==> src/rtl/ireg_wb_ctrl.sv <==
// Writeback arbiter and scoreboard for the integer register file.
// ALU has fixed priority; LSU and MDU share the write port round-robin.
module ireg_wb_ctrl #(
  parameter int XLEN = 32,
  parameter int NREG = 32
) (
  input  logic            clk,
  input  logic            reset,
  input  logic            iss_v,
  input  logic [4:0]      iss_rs1,
  input  logic            iss_rs1_use,
  input  logic [4:0]      iss_rs2,
  input  logic            iss_rs2_use,
  input  logic [4:0]      iss_rd,
  input  logic            iss_rd_v,
  output logic            iss_stall,
  input  logic            alu_v,
  input  logic [4:0]      alu_rd,
  input  logic [XLEN-1:0] alu_data,
  input  logic            lsu_v,
  input  logic [4:0]      lsu_rd,
  input  logic [XLEN-1:0] lsu_data,
  output logic            lsu_ready,
  input  logic            mdu_v,
  input  logic [4:0]      mdu_rd,
  input  logic [XLEN-1:0] mdu_data,
  output logic            mdu_ready,
  output logic            rd_v,
  output logic [4:0]      rd,
  output logic [XLEN-1:0] rd_data,
  output logic [NREG-1:0] busy
);

  typedef enum logic {
    RR_LSU = 1'b0,
    RR_MDU = 1'b1
  } rr_e;

  rr_e             rr_q, rr_d;
  logic            win_v;
  logic [4:0]      win_rd;
  logic [XLEN-1:0] win_data;
  logic            iss_fire;
  logic            haz_rs1, haz_rs2, haz_rd;
  logic [NREG-1:0] set_mask, clr_mask, busy_d;

  // A pending write hides behind the register file's same-cycle bypass.
  function automatic logic hazard(input logic [4:0] r,
                                  input logic [NREG-1:0] b,
                                  input logic wv,
                                  input logic [4:0] wr);
    return (r != 5'd0) && b[r] && !(wv && (wr == r));
  endfunction

  always_comb begin
    win_v     = 1'b0;
    win_rd    = 5'd0;
    win_data  = '0;
    lsu_ready = 1'b0;
    mdu_ready = 1'b0;
    rr_d      = rr_q;
    if (alu_v) begin
      win_v    = 1'b1;
      win_rd   = alu_rd;
      win_data = alu_data;
    end else if (lsu_v && (!mdu_v || rr_q == RR_LSU)) begin
      win_v     = 1'b1;
      win_rd    = lsu_rd;
      win_data  = lsu_data;
      lsu_ready = 1'b1;
      if (mdu_v) rr_d = RR_MDU;
    end else if (mdu_v) begin
      win_v     = 1'b1;
      win_rd    = mdu_rd;
      win_data  = mdu_data;
      mdu_ready = 1'b1;
      if (lsu_v) rr_d = RR_LSU;
    end
  end

  always_comb begin
    haz_rs1   = iss_rs1_use && hazard(iss_rs1, busy, rd_v, rd);
    haz_rs2   = iss_rs2_use && hazard(iss_rs2, busy, rd_v, rd);
    haz_rd    = iss_rd_v && hazard(iss_rd, busy, rd_v, rd);
    iss_stall = iss_v && (haz_rs1 || haz_rs2 || haz_rd);
    iss_fire  = iss_v && !iss_stall;
    set_mask  = '0;
    clr_mask  = '0;
    if (rd_v) clr_mask[rd] = 1'b1;
    if (iss_fire && iss_rd_v && (iss_rd != 5'd0)) set_mask[iss_rd] = 1'b1;
    // Set is applied after clear so a re-issue to a committing register stays busy.
    busy_d    = (busy & ~clr_mask) | set_mask;
    busy_d[0] = 1'b0;
  end

  always_ff @(posedge clk) begin
    if (reset) begin
      rd_v    <= 1'b0;
      rd      <= 5'd0;
      rd_data <= '0;
      busy    <= '0;
      rr_q    <= RR_LSU;
    end else begin
      rd_v <= win_v && (win_rd != 5'd0);
      if (win_v && (win_rd != 5'd0)) begin
        rd      <= win_rd;
        rd_data <= win_data;
      end
      busy <= busy_d;
      rr_q <= rr_d;
    end
  end

endmodule

==> config.mk <==
export PLATFORM = sky130hd
export DESIGN_NAME = ireg_wb_ctrl
export DESIGN_NICKNAME = d
export VERILOG_FILES = /design/src/rtl/ireg_wb_ctrl.sv
export SDC_FILE = /design/constraint.sdc
export NUM_CORES = 1
export LEC_CHECK = 0
export CAP_MARGIN = 25
export CORE_ASPECT_RATIO = 0.8
export CORE_UTILIZATION = 42
export CTS_CLUSTER_SIZE = 20
export DETAILED_ROUTE_END_ITERATION = 16
export PLACE_DENSITY = 0.88
export SLEW_MARGIN = 20
export SYNTH_ARGS = -nofsm -noshare
export SYNTH_HDL_FRONTEND = slang
export SYNTH_SLANG_ARGS = --single-unit
==> constraint.sdc <==
create_clock -name clk -period 2.9 [get_ports clk]
set_input_delay 0.435 -clock clk [delete_from_list [all_inputs] [get_ports clk]]
set_output_delay 0.435 -clock clk [all_outputs]
set_load 0.1 [all_outputs]
==> impl_metrics.ini, run 1 <==
[run_status]
outcome = finished, final reports clean

[logic_synthesis]
synth_area_sq_um = 4370
synth_cell_types = 48
ys_warn_count = 0
synth_edf_count = 0
ys_seq_elements = 70
synth_top_area_share_pct = 32.0
synthTopCellsByArea = dfxtp_1 32%, mux4_2 8.8%, a222oi_1 8.2%, a211oi_1 5.5%, nor3_1 4.6%
synth_top_flop_cell = dfxtp_1
syn_nets = 629
synth_top_area_cell = dfxtp_1
synthArstFlopShare_pct = 0
syn_area_per_cell_sq_um = 8.85
syn_inst = 494
ys_seq_area_share_pct = 32.0

[sta]
period_needed_ns = 2.79
fmax_ghz = 0.358
max_slew_margin_pct = 49.4
period_share_pct = 96.2
finalSetupViolCount = 0
worst_slew_pin_slew_ns = 0.755
drv_slew = 0
hold_viol = 0
rsz0062_at_grt = false
fin_skew_ns = 0.0122

[worst_setup_path]
startpoint_type = input port
critical_path_class = input port to primary output
r2r_slack_ns = 0.52
reg2reg_to = rd_data[5]$_SDFFE_PP0P_
crit_path_max_fanout = 7
required_ns = 2.47
r2r-start = rr_q$_SDFFE_PP0P_
cp.arrival_ns = 2.35
critPathLaunch = iss_rs2[2]
crit_path_end_kind = primary output
r2r_cells = 8

[grt]
first_global_vias = 5082
grt_pass1_wl_microns = 27700
grt_overflow = 0
grt_max_degree = 33
grt_antenna_before_repair = 0
track_usage_pct = 34.0

[cts]
cts_tree = done
worstSkewPairLatency_ns = 0.34
cts.clk_slew.worst_paths_ns = 0.05
cts.htree.levels = 3
numCtsBuffers = 9
clock_sink_count = 70
post_cts_buffers = 0
clock_path_buffers = 2
cts-root-buf = clkbuf_16

[power]
p_int_mw = 1.99
p_comb_share_pct = 33.4
p_leak_nw = 2.66
peakVddDrop_mv = 0.291
clkPwrFrac_pct = 32.7
power.switching_fraction_pct = 37.2
power_mw = 3.16
powerDensity_nw_per_um2 = 459
seq_power_share_pct = 33.9
p_sw_mw = 1.17

[drt]
avgViaCountPerCell = 6.23
vias = 5213
wl_microns = 17900
post-route-drc-count = 0
drt_iter0_markers = 739
drtPass1Iterations = 11
post_drt_wl_per_cell_microns = 21.4
drt.antenna.violating_nets = 0

[min_path]
min_to = busy[3]$_SDFF_PP0_
hold_class = flop to flop
hold-path-cell-count = 2
hold_path_startpoint = busy[3]$_SDFF_PP0_

[finish]
drive_above_1_share_pct = 24.8
area_growth_pct = 57.5
nets = 831
num_antenna_cells = 0
final_area_sq_um = 6890
n_fill_cell = 801

[floorplanning]
die_x_microns = 116
row_count = 32
die_y_microns = 93.3
initial_utilization_pct = 44.2
coreArea_sq_um = 9890
io_pins = 208
dieArea_sq_um = 10800

[place]
post_dp_cell_area_sq_um = 6590
io_buffers = 206
place_congestion = 0.999
place_hpwl_microns = 13800

[job]
cap_violations = 0
[cell type report]
| cell class | count | area, sq um | share of cell area, % |
|---|---|---|---|
| repair buffers | 243 | 2240 | 32.6 |
| multi-input cells | 362 | 2730 | 39.7 |
| clock buffers | 9 | 225 | 3.27 |
| well taps | 136 | 170 | 2.47 |
| flip-flops and latches | 70 | 1420 | 20.7 |
| inverters | 10 | 37.5 | 0.545 |
| clock inverters | 7 | 56.3 | 0.817 |
[power by group through the flow]
stage / logic (mW) / clock network (mW) / registers [mW]
6_report: 1.06 / 1.03 / 1.07
5_1_grt: 1.10 / 1.08 / 1.08
4_1_cts: 1.05 / 1.04 / 1.07
3_5_place_dp: 1.05 / 0 / 1.09
3_3_place_gp: 1.04 / 0 / 1.09
2_1_floorplan: 0.307 / 0 / 1.43
[worst max-delay path, stage by stage]
cell           delay (ns)
dlygate4sd2_1        0.41
mux4_2               0.36
mux4_2               0.49
o2111ai_2            0.20
nand3_2              0.13
and2_4               0.17
buf_12               0.16
[through the flow]
stage               cells  hold WS, ns  setup WS [ns]  util (%)  setup TNS [ns]
global route          837        0.557         0.0157      69.7               0
CTS                   837        0.531         0.0206      69.6               0
detailed placement    821        0.520         -0.342      66.6           -2.28
global placement      821        0.517         -0.292      66.6          -0.777
floorplan             494        0.501        0.00312         -               0
finish                837        0.535          0.110      69.7               0
[Yosys cell counts (2+ instances only)]
| master | n |
|---|---|
| nor3_1 | 40 |
| nand4b_1 | 2 |
| mux4_2 | 17 |
| inv_1 | 10 |
| nor2b_1 | 22 |
| o211ai_1 | 2 |
| buf_1 | 2 |
| a211oi_1 | 32 |
| nor3b_1 | 2 |
| dfxtp_1 | 70 |
| or3_1 | 2 |
| mux2_2 | 5 |
| o31ai_1 | 13 |
| xnor2_1 | 3 |
| o2111ai_2 | 2 |
| nand4_1 | 2 |
| a31oi_1 | 3 |
| a21oi_1 | 2 |
| nand2_1 | 40 |
| buf_6 | 2 |
| o21ai_0 | 39 |
| buf_2 | 3 |
| nand3_1 | 18 |
| mux2i_1 | 8 |
| nor2_1 | 8 |
| nor4_1 | 4 |
| nand3b_1 | 19 |
| mux4_1 | 3 |
| clkbuf_1 | 44 |
| nand2b_1 | 4 |
| a222oi_1 | 36 |
| xor2_1 | 13 |
| and3_1 | 7 |
[sequential cells by signal, summed over array words and instances (netlist names)]
name,flops
rr_q,1
rd_data,32
rd_v,1
busy,31
rd,5
[what timing repair did]
item | CTS | global route
resized for setup | 11 | 6
setup endpoints to repair | 1 | 1
pin swaps | 4 | 0
hold buffers | 0 | 0
hold endpoints to repair | 0 | 0
[cell usage in the layout (no fill, tap or decap), drive strengths merged, types with 20 or more instances in the layout]
master / synthesis / routed
a222oi: 36 / 36
dfxtp: 70 / 70
o21ai: 40 / 40
nand2: 40 / 40
clkdlybuf4s50: 0 / 126
a211oi: 32 / 32
buf: 8 / 110
mux4: 20 / 20
nor2b: 22 / 22
nor3: 40 / 40
[worst max path at each step]
stage,endpoint,cells past startpoint
floorplan,iss_stall,7
global placement,iss_stall,9
detailed placement,iss_stall,9
CTS,iss_stall,9
global route,iss_stall,8
finish,iss_stall,7
[metal layers]
metal	vias to the layer above	global-route usage, %	routed length, microns
li1	2345	-	-
met1	2510	44.9	7380
met2	320	54.7	8290
met3	38	8.04	1920
met4	0	10.8	357
met5	-	0	0
[kinds of logic after synthesis]
kind of cell	after synthesis	share of synthesized area, %
compound gates	138	23.8
xor+xnor	16	3.20
buf+inv	62	5.84
flops	70	32.0
mux	33	13.7
other cells	1	0.0857
simple gates	174	21.4
Note: power is estimated with default switching activity, not from simulation.
==> inputs of run 2 (changes only) <==
--- a/config.mk
+++ b/config.mk
@@ -5,11 +5,12 @@
 export SDC_FILE = /design/constraint.sdc
 export NUM_CORES = 1
 export LEC_CHECK = 0
-export CAP_MARGIN = 25
+export CAP_MARGIN = 20
 export CORE_ASPECT_RATIO = 0.8
 export CORE_UTILIZATION = 42
 export CTS_CLUSTER_SIZE = 20
 export DETAILED_ROUTE_END_ITERATION = 16
+export HOLD_SLACK_MARGIN = 0.02
 export PLACE_DENSITY = 0.88
 export SLEW_MARGIN = 20
 export SYNTH_ARGS = -nofsm -noshare
==> results of run 2 <==
Same layout as run 1: the final DEF is identical, and so are final timing and power.
==> inputs of run 3 (changes only) <==
--- a/config.mk
+++ b/config.mk
@@ -10,7 +10,7 @@
 export CORE_UTILIZATION = 42
 export CTS_CLUSTER_SIZE = 20
 export DETAILED_ROUTE_END_ITERATION = 16
-export HOLD_SLACK_MARGIN = 0.02
+export HOLD_SLACK_MARGIN = 0.15
 export PLACE_DENSITY = 0.88
 export SLEW_MARGIN = 20
 export SYNTH_ARGS = -nofsm -noshare
==> results of run 3 <==
Same layout as run 1: the final DEF is identical, and so are final timing and power.
